<file path="config.mk">
export PLATFORM = sky130hd
export DESIGN_NAME = dmem_arbiter_flat
export DESIGN_NICKNAME = d
export VERILOG_FILES = /design/src/rtl/dmem_arb_pkg.sv /design/src/rtl/dmem_arbiter_if.sv /design/src/rtl/dmem_arbiter_arb_pick.sv /design/src/rtl/dmem_arbiter.sv /design/src/flat_wrapper.sv
export SDC_FILE = /design/constraint.sdc
export NUM_CORES = 1
export LEC_CHECK = 0
export BUFFER_PORTS_ARGS = -buffer_cell sky130_fd_sc_hd__buf_2
export CAP_MARGIN = 20
export CORE_AREA = 4 4 119 121
export CTS_CLUSTER_DIAMETER = 200
export DETAILED_ROUTE_END_ITERATION = 16
export DIE_AREA = 0 0 123 125
export GPL_ROUTABILITY_DRIVEN = 0
export GPL_TIMING_DRIVEN = 0
export PLACE_DENSITY_LB_ADDON = 0.3
export RECOVER_POWER = 100
export SYNTH_ARGS = -nofsm -noshare
export SYNTH_HDL_FRONTEND = slang
export SYNTH_SLANG_ARGS = --single-unit
</file>
<file path="constraint.sdc">
create_clock -name clk -period 2.9 [get_ports clk]
set_input_delay 0.58 -clock clk [delete_from_list [all_inputs] [get_ports clk]]
set_output_delay 0.58 -clock clk [all_outputs]
set_load 0.02 [all_outputs]
</file>
<file path="src/rtl/dmem_arb_pkg.sv">
// Shared types and constants for the data-memory arbiter.
package dmem_arb_pkg;

  typedef enum logic {
    IDLE    = 1'b0,
    RD_WAIT = 1'b1
  } state_e;

  localparam logic PORT_CPU = 1'b0;
  localparam logic PORT_LDR = 1'b1;

  localparam int unsigned FUNCT_BITS = 3;
  localparam int unsigned LAT_W      = 2;

  localparam logic [FUNCT_BITS-1:0] FUNCT_B  = 3'b000;
  localparam logic [FUNCT_BITS-1:0] FUNCT_H  = 3'b001;
  localparam logic [FUNCT_BITS-1:0] FUNCT_W  = 3'b010;
  localparam logic [FUNCT_BITS-1:0] FUNCT_BU = 3'b100;
  localparam logic [FUNCT_BITS-1:0] FUNCT_HU = 3'b101;

endpackage

</file>
<file path="src/rtl/dmem_arbiter_if.sv">
// Requester and memory-side signal bundle for dmem_arbiter.
interface dmem_arbiter_if #(
  parameter int unsigned AW = 32,
  parameter int unsigned DW = 32
);
  logic          req0,   req1;
  logic          we0,    we1;
  logic [2:0]    funct0, funct1;
  logic [AW-1:0] addr0,  addr1;
  logic [DW-1:0] wdata0, wdata1;
  logic          gnt0,   gnt1;
  logic          rvalid0, rvalid1;
  logic [DW-1:0] rdata0, rdata1;
  logic          mem_en, mem_we;
  logic [2:0]    mem_funct;
  logic [AW-1:0] mem_addr;
  logic [DW-1:0] mem_wdata;
  logic [DW-1:0] mem_rdata;
  logic          cpu_stall;

  modport slave (
    input  req0, req1, we0, we1, funct0, funct1, addr0, addr1, wdata0, wdata1,
    output gnt0, gnt1, rvalid0, rvalid1, rdata0, rdata1,
    output mem_en, mem_we, mem_funct, mem_addr, mem_wdata,
    input  mem_rdata,
    output cpu_stall
  );

  modport master (
    output req0, req1, we0, we1, funct0, funct1, addr0, addr1, wdata0, wdata1,
    input  gnt0, gnt1, rvalid0, rvalid1, rdata0, rdata1,
    input  mem_en, mem_we, mem_funct, mem_addr, mem_wdata,
    output mem_rdata,
    input  cpu_stall
  );
endinterface

</file>
<file path="src/rtl/dmem_arbiter_arb_pick.sv">
// Two-way winner select. DMEM_ARB_RR_EN: round-robin on ties using a
// last-grant register; otherwise fixed priority with port 0 winning.
module arb_pick
  import dmem_arb_pkg::*;
(
  input  logic clk,
  input  logic reset,
  input  logic req0,
  input  logic req1,
  input  logic grant_en,
  output logic win_c
);

`ifdef DMEM_ARB_RR_EN
  logic last_q, last_d;

  always_comb begin
    win_c  = PORT_CPU;
    last_d = last_q;
    if (req0 && req1) begin
      win_c = (last_q == PORT_LDR) ? PORT_CPU : PORT_LDR;
    end else if (req1) begin
      win_c = PORT_LDR;
    end
    if (grant_en) begin
      last_d = win_c;
    end
  end

  // Reset to port 1 so the first tie goes to the core.
  always_ff @(posedge clk) begin
    if (!reset) begin
      last_q <= PORT_LDR;
    end else begin
      last_q <= last_d;
    end
  end
`else
  logic unused_pick;
  assign unused_pick = ^{clk, reset, grant_en, req1};

  always_comb begin
    win_c = req0 ? PORT_CPU : PORT_LDR;
  end
`endif

endmodule

</file>
<file path="src/rtl/dmem_arbiter.sv">
// Single data-memory port shared by the core (port 0) and loader (port 1).
// Optional round-robin tie-break enabled by defining DMEM_ARB_RR_EN.
module dmem_arbiter
  import dmem_arb_pkg::*;
#(
  parameter int unsigned AW      = 32,
  parameter int unsigned DW      = 32,
  parameter int unsigned MEM_LAT = 1
) (
  input  logic        clk,
  input  logic        reset,
  dmem_arbiter_if.slave bus
);

  state_e           state_q, state_d;
  logic             owner_q, owner_d;
  logic [LAT_W-1:0] lat_cnt_q, lat_cnt_d;

  logic          win;
  logic          rd_done;
  logic          can_grant;
  logic          grant;
  logic          win_we;
  logic [2:0]    win_funct;
  logic [AW-1:0] win_addr;
  logic [DW-1:0] win_wdata;

  arb_pick u_pick (
    .clk      (clk),
    .reset    (reset),
    .req0     (bus.req0),
    .req1     (bus.req1),
    .grant_en (grant),
    .win_c    (win)
  );

  // Issue / return decision; all outputs forced low while reset is held.
  always_comb begin
    state_d      = state_q;
    owner_d      = owner_q;
    lat_cnt_d    = lat_cnt_q;
    bus.gnt0     = 1'b0;
    bus.gnt1     = 1'b0;
    bus.rvalid0  = 1'b0;
    bus.rvalid1  = 1'b0;
    bus.rdata0   = '0;
    bus.rdata1   = '0;
    bus.mem_en   = 1'b0;
    bus.mem_we   = 1'b0;
    bus.mem_funct = '0;
    bus.mem_addr  = '0;
    bus.mem_wdata = '0;
    bus.cpu_stall = 1'b0;

    win_we    = (win == PORT_LDR) ? bus.we1    : bus.we0;
    win_funct = (win == PORT_LDR) ? bus.funct1 : bus.funct0;
    win_addr  = (win == PORT_LDR) ? bus.addr1  : bus.addr0;
    win_wdata = (win == PORT_LDR) ? bus.wdata1 : bus.wdata0;

    rd_done   = (state_q == RD_WAIT) && (lat_cnt_q == '0);
    can_grant = (state_q == IDLE) || rd_done;
    grant     = reset && can_grant && (bus.req0 || bus.req1);

    if ((state_q == RD_WAIT) && !rd_done) begin
      lat_cnt_d = lat_cnt_q - LAT_W'(1);
    end

    if (rd_done) begin
      state_d = IDLE;
      if (reset) begin
        if (owner_q == PORT_CPU) begin
          bus.rvalid0 = 1'b1;
          bus.rdata0  = bus.mem_rdata;
        end else begin
          bus.rvalid1 = 1'b1;
          bus.rdata1  = bus.mem_rdata;
        end
      end
    end

    if (grant) begin
      bus.gnt0      = (win == PORT_CPU);
      bus.gnt1      = (win == PORT_LDR);
      bus.mem_en    = 1'b1;
      bus.mem_we    = win_we;
      bus.mem_funct = win_funct;
      bus.mem_addr  = win_addr;
      bus.mem_wdata = win_wdata;
      if (!win_we) begin
        state_d   = RD_WAIT;
        owner_d   = win;
        lat_cnt_d = LAT_W'(MEM_LAT - 1);
      end
    end

    bus.cpu_stall = reset &&
                    ((bus.req0 && !bus.gnt0) ||
                     ((state_q == RD_WAIT) && (owner_q == PORT_CPU) && !bus.rvalid0));
  end

  always_ff @(posedge clk) begin
    if (!reset) begin
      state_q   <= IDLE;
      owner_q   <= PORT_CPU;
      lat_cnt_q <= '0;
    end else begin
      state_q   <= state_d;
      owner_q   <= owner_d;
      lat_cnt_q <= lat_cnt_d;
    end
  end

endmodule
</file>
<file path="src/flat_wrapper.sv">
// flat-port wrapper written by rule: the top's interface ports become plain ports
module dmem_arbiter_flat import dmem_arb_pkg::*;
#(
  parameter int unsigned AW      = 32,
  parameter int unsigned DW      = 32,
  parameter int unsigned MEM_LAT = 1
)
  (clk, reset, bus_req0, bus_req1, bus_we0, bus_we1, bus_funct0, bus_funct1, bus_addr0, bus_addr1, bus_wdata0, bus_wdata1, bus_gnt0, bus_gnt1, bus_rvalid0, bus_rvalid1, bus_rdata0, bus_rdata1, bus_mem_en, bus_mem_we, bus_mem_funct, bus_mem_addr, bus_mem_wdata, bus_mem_rdata, bus_cpu_stall);
  dmem_arbiter_if #(.AW(AW), .DW(DW)) bus_i ();
  input  logic clk;
  input  logic reset;
  input wire logic [$bits(bus_i.req0)-1:0] bus_req0;
  input wire logic [$bits(bus_i.req1)-1:0] bus_req1;
  input wire logic [$bits(bus_i.we0)-1:0] bus_we0;
  input wire logic [$bits(bus_i.we1)-1:0] bus_we1;
  input wire logic [$bits(bus_i.funct0)-1:0] bus_funct0;
  input wire logic [$bits(bus_i.funct1)-1:0] bus_funct1;
  input wire logic [$bits(bus_i.addr0)-1:0] bus_addr0;
  input wire logic [$bits(bus_i.addr1)-1:0] bus_addr1;
  input wire logic [$bits(bus_i.wdata0)-1:0] bus_wdata0;
  input wire logic [$bits(bus_i.wdata1)-1:0] bus_wdata1;
  output wire logic [$bits(bus_i.gnt0)-1:0] bus_gnt0;
  output wire logic [$bits(bus_i.gnt1)-1:0] bus_gnt1;
  output wire logic [$bits(bus_i.rvalid0)-1:0] bus_rvalid0;
  output wire logic [$bits(bus_i.rvalid1)-1:0] bus_rvalid1;
  output wire logic [$bits(bus_i.rdata0)-1:0] bus_rdata0;
  output wire logic [$bits(bus_i.rdata1)-1:0] bus_rdata1;
  output wire logic [$bits(bus_i.mem_en)-1:0] bus_mem_en;
  output wire logic [$bits(bus_i.mem_we)-1:0] bus_mem_we;
  output wire logic [$bits(bus_i.mem_funct)-1:0] bus_mem_funct;
  output wire logic [$bits(bus_i.mem_addr)-1:0] bus_mem_addr;
  output wire logic [$bits(bus_i.mem_wdata)-1:0] bus_mem_wdata;
  input wire logic [$bits(bus_i.mem_rdata)-1:0] bus_mem_rdata;
  output wire logic [$bits(bus_i.cpu_stall)-1:0] bus_cpu_stall;
  assign bus_i.req0 = bus_req0;
  assign bus_i.req1 = bus_req1;
  assign bus_i.we0 = bus_we0;
  assign bus_i.we1 = bus_we1;
  assign bus_i.funct0 = bus_funct0;
  assign bus_i.funct1 = bus_funct1;
  assign bus_i.addr0 = bus_addr0;
  assign bus_i.addr1 = bus_addr1;
  assign bus_i.wdata0 = bus_wdata0;
  assign bus_i.wdata1 = bus_wdata1;
  assign bus_gnt0 = bus_i.gnt0;
  assign bus_gnt1 = bus_i.gnt1;
  assign bus_rvalid0 = bus_i.rvalid0;
  assign bus_rvalid1 = bus_i.rvalid1;
  assign bus_rdata0 = bus_i.rdata0;
  assign bus_rdata1 = bus_i.rdata1;
  assign bus_mem_en = bus_i.mem_en;
  assign bus_mem_we = bus_i.mem_we;
  assign bus_mem_funct = bus_i.mem_funct;
  assign bus_mem_addr = bus_i.mem_addr;
  assign bus_mem_wdata = bus_i.mem_wdata;
  assign bus_i.mem_rdata = bus_mem_rdata;
  assign bus_cpu_stall = bus_i.cpu_stall;
  dmem_arbiter #(.AW(AW), .DW(DW), .MEM_LAT(MEM_LAT)) u_core (.clk(clk), .reset(reset), .bus(bus_i));
endmodule
</file>
Word-level counts from Yosys, hierarchy flattened:

Cells that the tools add are included.

* bits in registers: 4
* input port bits: 172
* output and inout port bits: 138
* word-level logic and storage cells: 53

* $add $sub $neg: 1
* mux-type cells: 30
* bitwise gates (word level): 3
* reductions and logical operators: 16

Operator list (number)
* $mux W32: 10
* $mux W1: 15
* $logic_and A1 B1 Y1: 8
* $mux W2: 3
* $mux W3: 2
* $logic_not A1 Y1: 3
* $logic_or A1 B1 Y1: 3
* $not A1 Y1: 3
* $logic_not A2 Y1: 1
* $reduce_and A2 Y1: 1
* $sub A2 B1 Y2 const B: 1

Depth between registers and ports, before layout:

Gate-level depths: netlist of run 1.

* word-level depth: 10
* depth in mapped cells: 8
* mapped depth without buffers: 5

Modules after synthesis:

A second synthesis of run 1 with hierarchy kept.

* cell total of the unflattened synthesis: 185
* area total of the unflattened synthesis: 1360.1 µm²

By module, submodules not included
* dmem_arbiter: instances 1, cells each 184, area an instance 1356.3 µm², seq. area each 80.1 µm²
* arb_pick: instances 1, cells each 1, area an instance 3.8 µm², seq. area each 0.0 µm²

Worst setup path after synthesis of run 1:

No wires, ideal clock.

* path kind: register to output
* from: reg u_core.lat_cnt_q[0]
* to: out bus_mem_wdata[10]
* arrival: 1553 ps
* data required time: 2320 ps
* path slack: 767 ps
* stages on the path, launching flop included: 9
* path buffers: 3
* path through: dfxtp_1 -> inv_1 -> ha_1 -> nand2b_4 -> and4b_1 -> clkbuf_2 -> buf_6 -> buf_6 -> a22o_1

* cells in the longest elaborated chain, start to end: 6

RTL lines
* start: declaration: RTL line dmem_arbiter.sv:17 `logic [LAT_W-1:0] lat_cnt_q, lat_cnt_d;`
* start signal: assignment: RTL line dmem_arbiter.sv:109 `lat_cnt_q <= lat_cnt_d;`
* $logic_not A2 Y1: RTL line dmem_arbiter.sv:60 `rd_done = (state_q == RD_WAIT) && (lat_cnt_q == '0);`
* $logic_and A1 B1 Y1: RTL line dmem_arbiter.sv:60
* $logic_or A1 B1 Y1: RTL line dmem_arbiter.sv:61 `can_grant = (state_q == IDLE) || rd_done;`
* $logic_and A1 B1 Y1 (2 in a row): RTL line dmem_arbiter.sv:62 `grant = reset && can_grant && (bus.req0 || bus.req1);`
* $mux W32: RTL line dmem_arbiter.sv:81 `if (grant) begin`
* end: declaration: RTL line flat_wrapper.sv:32 `output wire logic [$bits(bus_i.mem_wdata)-1:0] bus_mem_wdata;`

Every way passes these cells.

Worst setup path in the final report of run 1:

* from: reg u_core.lat_cnt_q[0]
* to: out bus_mem_wdata[2]

Same word-level chain as after synthesis.

==> results of run 1 <==
[cell families after synthesis]
group                    count (synthesis)  share of synthesized area [%]
AO/OA/AOI/OAI                           73                          45.40
adder cells (fa/ha/maj)                  1                         0.9024
buffers and inverters                   26                          10.56
flip-flops                               4                          5.776
AND/OR/NAND/NOR                         84                          37.36
[state kept, by name, indices dropped and copies added (netlist names)]
register and count:
u_core.lat_cnt_q 2, u_core.owner_q 1, u_core.state_q 1
[cells in the mapped netlist, types with 2 or more instances]
master	number	area (sq um)
dfxtp_1	4	80.08
buf_6	4	45.04
nand2_1	3	11.26
a22o_1	67	586.8
and2_1	64	400.4
buf_2	14	70.07
nor2b_1	3	18.77
and3_1	2	12.51
inv_1	3	11.26
clkbuf_1	4	15.01
a31o_2	2	17.52
nor3b_1	2	15.01
nor2_1	5	18.77
[power by group through the flow]
stage	sequential (mW)	clock, mW	combinational [mW]
6_report	0.0578	0.215	0.407
5_1_grt	0.0580	0.223	0.439
4_1_cts	0.0582	0.221	0.416
3_5_place_dp	0.0589	0	0.415
3_3_place_gp	0.0588	0	0.412
2_1_floorplan	0.0587	0	0.202
[worst max-delay path, stage by stage, from the launching register on]
cell and delay [ns]:
dfxtp_1 0.31, inv_1 0.05, ha_1 0.22, nand2b_1 0.25, and4b_1 0.22, clkbuf_2 0.16
buf_6 0.17, buf_6 0.14, a22o_1 0.23, clkbuf_2 0.15
[per-layer routing]
layer / vias up / wire, um / track usage, %
met2: 201 / 4736 / 20.59
li1: 1315 / - / -
met3: 10 / 1089 / 1.355
met5: - / 0 / 0
met1: 1199 / 3174 / 10.27
met4: 0 / 119 / 2.215
[worst max path at each step]
stage	endpoint	slack [ns]	depth (start not counted)
final	bus_mem_wdata[2]	0.18	9
after detailed placement	bus_rdata0[3]	0.22	7
after global placement	bus_rdata0[3]	0.25	7
after CTS	bus_rdata0[3]	0.21	7
after global routing	bus_rdata0[5]	0.03	7
after floorplan	bus_mem_wdata[10]	0.77	8
[area by class of cell]
cell class	count	area share (%)
buffer	23	4.210
sequential	4	2.542
inverter	3	0.3574
tap	176	6.990
clock buffer	3	2.383
multi-input combinational	158	36.58
timing repair buffer	309	46.94
==> summary.txt, run 1 <==
Synthesis
  • Syn. warnings: 0
  • FF+latch count, synth: 4
  • Ys flop type: dfxtp_1
  • Synth cell types: 24
  • Mapped Cells: 188
  • Synth Area per Inst: between 7 and 8 sq um
  • EDFF count, synth: 0
  • Post-Syn Area: around 0.0014 sq mm
  • Syn Nets: 361
  • Seq/Total Area, Yosys: ~5.8%
  • Fraction of registers with async set/reset: 0%

Critical path
  • Crit path capture type: primary output
  • Arr. time, crit path: approximately 2.1 ns
  • CP startpoint: u_core.lat_cnt_q[0]$_SDFF_PN0_
  • Critical path launch point type: register
  • Reg-to-reg startpoint: u_core.lat_cnt_q[0]$_SDFF_PN0_
  • Reg2Reg Depth: 5
  • Reg2reg end: u_core.lat_cnt_q[1]$_SDFF_PN0_
  • WS Path Type: register to primary output
  • CP required: around 2.3 ns
  • Reg-to-reg setup timing slack: between 1.5 and 2 ns
  • Max FO, Critical Path: 10

Min path
  • Hold path startpoint: u_core.lat_cnt_q[0]$_SDFF_PN0_
  • Hold Path Depth: 1
  • Min-Delay Path Class: register to register
  • Hold path endpoint: u_core.lat_cnt_q[0]$_SDFF_PN0_

Floorplanning
  • Die width: between 100 and 150 um
  • # rows: 42
  • I/O pins: a little over 300
  • DIE HEIGHT: roughly 130 um
  • Initial Util: a little over a tenth
  • Core Region: between 0.01 and 0.015 sq mm
  • Die Footprint: between 0.015 and 0.02 sq mm

Final layout
  • Commonest non-fill, non-tap cell in the layout: buf_2
  • Number of diodes: 0
  • Final core occ: 24.08%
  • Non-filler instance count after layout: approximately 680
  • Layout cells sized above 1: between 50% and 60%
  • Register area: roughly 80 sq um
  • Final instance area: around 0.0032 sq mm
  • Final net count: between 600 and 700
  • Most frequent cells in the layout: buf_2 (217), a22o_1 (67), clkbuf_1 (60)
  • Filler Cell Count: between 1,000 and 1,500
  • Area Growth Syn to Fin: 127.3%
  • Area of the multi-input gates: around 0.0012 sq mm

Placed design
  • Port-buffer cells: roughly 310
  • DP Cell Count: roughly 670
  • Dpl hpwl: between 8 and 9 mm
  • Post-DP Area: approximately 0.0032 sq mm
  • Pre-CTS setup slack: between 0.2 and 0.25 ns

Timing
  • Final Critical Period: between 2 and 3 ns
  • Final worst-path setup slack: approximately 0.18 ns
  • Slew @ Worst Pin: between 0.5 and 0.6 ns
  • Final period util: ~94%
  • Fmax: ~370 MHz
  • Min Hold Slack: 0.4748 ns
  • Final Hold Violating Endpoints: 0
  • RSZ-0062 raised after global routing: false
  • Setup TNS: 0 ns
  • Max_slew headroom: 66.33%
  • Setup violators final: 0
  • Slew Viols, Final: 0
  • Final Skew: 0.001253 ns

Pwr
  • Switch Pwr: approximately 0.26 mW
  • Power Internal: between 0.4 and 0.5 mW
  • Pwr/cell area: between 200 and 250 mW/mm^2
  • Worst VDD drop: about 0.00014 V
  • Leak: about 1.8 nW
  • Combinational power share: 59.9%
  • Sw Share: about two fifths
  • Clock power frac: a little under a third
  • Power Total: approximately 0.68 mW
  • Sequential power share: 8.5%

Clock tree
  • Root buffer cell: clkbuf_16
  • CTS H-Tree Depth: 1
  • Latest clock arrival within the worst-skew pair: 0.22 ns
  • Number of post-CTS setup repair buffers: 0
  • Inserted Clock Buffers: 3
  • CTS tree: built
  • CTS Buffer Depth: 2
  • Post-cts sizing count: 0
  • Cts hold-fix bufs: 0
  • Clock sink count: 4
  • CTS clk-pin slew, worst paths: about 0.030 ns

GRT
  • Largest net degree at the start of global routing: 11
  • Antenna violations before repair: 0
  • Vias in the first global route: between 2,000 and 3,000
  • First-pass GRT wire length: about 13 mm
  • Grt total ovfl: 0
  • Tot GR Track Use: roughly 10%

Drt
  • Vias per inst: slightly above 4
  • Final WL: 9.120 mm
  • Routed Antenna Nets: 0
  • DRC Markers: 0
  • First-pass iteration count of the detailed router: 4
  • Vias: ~2,700
  • 1st-iter DRT viols: 48
  • WL/cell: around 13 um

Run
  • Max-Cap Viols: 0

Outcome
  • Status: finished, final reports clean
Note: power is estimated with default switching activity, not from simulation.
==> run 2, diff against run 1 <==
--- a/config.mk
+++ b/config.mk
@@ -13,8 +13,9 @@
 export DIE_AREA = 0 0 123 125
 export GPL_ROUTABILITY_DRIVEN = 0
 export GPL_TIMING_DRIVEN = 0
-export PLACE_DENSITY_LB_ADDON = 0.3
+export PLACE_DENSITY = 0.5
 export RECOVER_POWER = 100
+export SETUP_SLACK_MARGIN = 0.02
 export SYNTH_ARGS = -nofsm -noshare
 export SYNTH_HDL_FRONTEND = slang
 export SYNTH_SLANG_ARGS = --single-unit
==> run 2 against run 1 <==
Die area unchanged. Final cell count unchanged. Cell area decreased by 0.36%. Via count decreased by 2.4%. Clock-buffer cell count unchanged. Non-clock buffer count unchanged. Hold slack improved by 0.0014 ns.
==> summary.txt, run 2 (synthesis gave the netlist of run 1 again) <==
Min path
  • Min-Delay Path Class: register to register

GRT
  • Vias in the first global route: roughly 2,700
  • First-pass GRT wire length: ~14 mm
  • Largest net degree at the start of global routing: 11
  • Tot GR Track Use: approximately 11%
  • Antenna violations before repair: 0
  • Grt total ovfl: 0

Clock tree
  • Root buffer cell: clkbuf_16
  • Clock sink count: 4
  • CTS Buffer Depth: 2
  • Cts hold-fix bufs: 0
  • Post-cts sizing count: 0
  • Latest clock arrival within the worst-skew pair: between 0.2 and 0.25 ns
  • CTS clk-pin slew, worst paths: around 0.030 ns
  • CTS tree: built
  • Inserted Clock Buffers: 3
  • Number of post-CTS setup repair buffers: 0
  • CTS H-Tree Depth: 1

Timing
  • Slew @ Worst Pin: 0.4277 ns
  • Max_slew headroom: between 70% and 80%
  • Final Skew: 0.003603 ns
  • RSZ-0062 raised after global routing: false
  • Setup TNS: 0 ns
  • Final Critical Period: between 2 and 3 ns
  • Final Hold Violating Endpoints: 0
  • Setup violators final: 0
  • Final period util: 92.64%
  • Slew Viols, Final: 0
  • Fmax: between 300 and 400 MHz

Critical path
  • Reg2Reg Depth: 5
  • CP startpoint: u_core.lat_cnt_q[0]$_SDFF_PN0_
  • Reg2reg end: u_core.lat_cnt_q[1]$_SDFF_PN0_
  • Worst setup path endpoint: bus_mem_addr[26]
  • Reg-to-reg setup timing slack: approximately 1.7 ns
  • WS Path Type: register to primary output
  • Reg-to-reg startpoint: u_core.lat_cnt_q[0]$_SDFF_PN0_
  • Max FO, Critical Path: 10
  • CP required: around 2.3 ns
  • Critical path launch point type: register
  • Crit path capture type: primary output
  • Arr. time, crit path: between 2 and 2.5 ns

Drt
  • DRC Markers: 0
  • WL/cell: approximately 14 um
  • 1st-iter DRT viols: 35
  • Final WL: roughly 9.8 mm
  • First-pass iteration count of the detailed router: 4
  • Routed Antenna Nets: 0
  • Vias per inst: 3.935
  • Vias: between 2,000 and 3,000

Final layout
  • Layout cells sized above 1: a little over half
  • Final core occ: between 20% and 30%
  • Filler Cell Count: between 1,500 and 2,000
  • Commonest non-fill, non-tap cell in the layout: buf_2
  • Final net count: just under 700
  • Max reg flops: 2
  • Area Growth Syn to Fin: 126.4%
  • Final instance area: 0.003139 sq mm
  • Largest register by flop count: u_core.lat_cnt_q
  • Biggest regs: u_core.lat_cnt_q (2), u_core.owner_q (1), u_core.state_q (1)
  • Most frequent cells in the layout: buf_2 (229), clkbuf_1 (75), a22o_1 (67)
  • Number of diodes: 0

Floorplanning
  • Initial Util: a little over a tenth
  • DIE HEIGHT: 125 um
  • Die width: approximately 120 um
  • Die Footprint: roughly 0.015 sq mm
  • Core Region: 0.01309 sq mm
  • # rows: 42
  • I/O pins: a little over 300

Placed design
  • Port-buffer cells: a little over 300
  • Post-DP Area: ~0.0032 sq mm
  • Dpl hpwl: 8.680 mm

Pwr
  • Power Total: about 0.67 mW
  • Leak: around 1.8 nW
  • Worst VDD drop: about 0.0002 V
  • Pwr/cell area: between 200 and 250 mW/mm^2

Run
  • Max-Cap Viols: 0

Outcome
  • Status: finished, final reports clean
[run 2: changes by cell type in the layout (fill, tap and decap cells not counted)]
| cell | previous run | this run |
|---|---|---|
| and2_0 | 24 | 30 |
| clkbuf_2 | 51 | 24 |
| and2_1 | 40 | 34 |
| nand2b_1 | 1 | 0 |
| buf_2 | 217 | 229 |
| nand2b_4 | 0 | 1 |
| clkbuf_1 | 60 | 75 |
[run 2: layout make-up]
class                   instances  area (sq um)  area share, %
flip-flops and latches          4         80.08          2.551
clock buffers                   3         75.07          2.391
well taps                     176         220.2          7.015
plain buffers                  23         128.9          4.105
inverters                       3         11.26         0.3587
multi-input cells             158          1160          36.95
repair buffers                309          1464          46.63
[run 2: report_power, final]
group / total, mW / switching [mW] / leakage [nW] / internal, mW
registers: 0.0581 / 0.00117 / 0.0325 / 0.0569
clock network: 0.213 / 0.0372 / 0.0370 / 0.176
logic: 0.402 / 0.224 / 1.70 / 0.177
[run 2: worst min path at each step]
stage,start,slack [ns],cells past startpoint,endpoint
3_5_place_dp,u_core.lat_cnt_q[1]$_SDFF_PN0_,0.47,1,u_core.lat_cnt_q[1]$_SDFF_PN0_
4_1_cts,u_core.lat_cnt_q[1]$_SDFF_PN0_,0.48,1,u_core.lat_cnt_q[1]$_SDFF_PN0_
2_1_floorplan,u_core.lat_cnt_q[0]$_SDFF_PN0_,0.46,1,u_core.lat_cnt_q[0]$_SDFF_PN0_
5_1_grt,u_core.lat_cnt_q[0]$_SDFF_PN0_,0.49,1,u_core.lat_cnt_q[0]$_SDFF_PN0_
6_report,u_core.lat_cnt_q[0]$_SDFF_PN0_,0.48,1,u_core.lat_cnt_q[0]$_SDFF_PN0_
3_3_place_gp,u_core.lat_cnt_q[0]$_SDFF_PN0_,0.47,1,u_core.lat_cnt_q[0]$_SDFF_PN0_
[run 2: worst max-delay path: stages (launching register included)]
cell and delay (ns):
dfxtp_1 0.30, inv_1 0.06, ha_1 0.18, nand2b_4 0.17, and4b_1 0.18, clkbuf_2 0.21
clkbuf_1 0.37, a22o_1 0.23, clkbuf_2 0.17
[run 2: through the flow]
stage,hold WS (ns),cells,worst slack (ns)
global route,0.4934,676,0.05115
global placement,0.4705,673,0.2325
finish,0.4762,676,0.2133
CTS,0.4811,676,0.1958
detailed placement,0.4743,673,0.2476
floorplan,0.4598,188,0.7667
[run 2: layer usage]
layer  part of all wire, %  track usage (%)  vias up  wire (um)
met4                  0.28           0.9121        0         27
met3                    12            2.710        2       1218
met1                    35            11.98     1159       3451
met5                     0                0        -          0
li1                      -                -     1322          -
met2                    52            22.03      177       5069
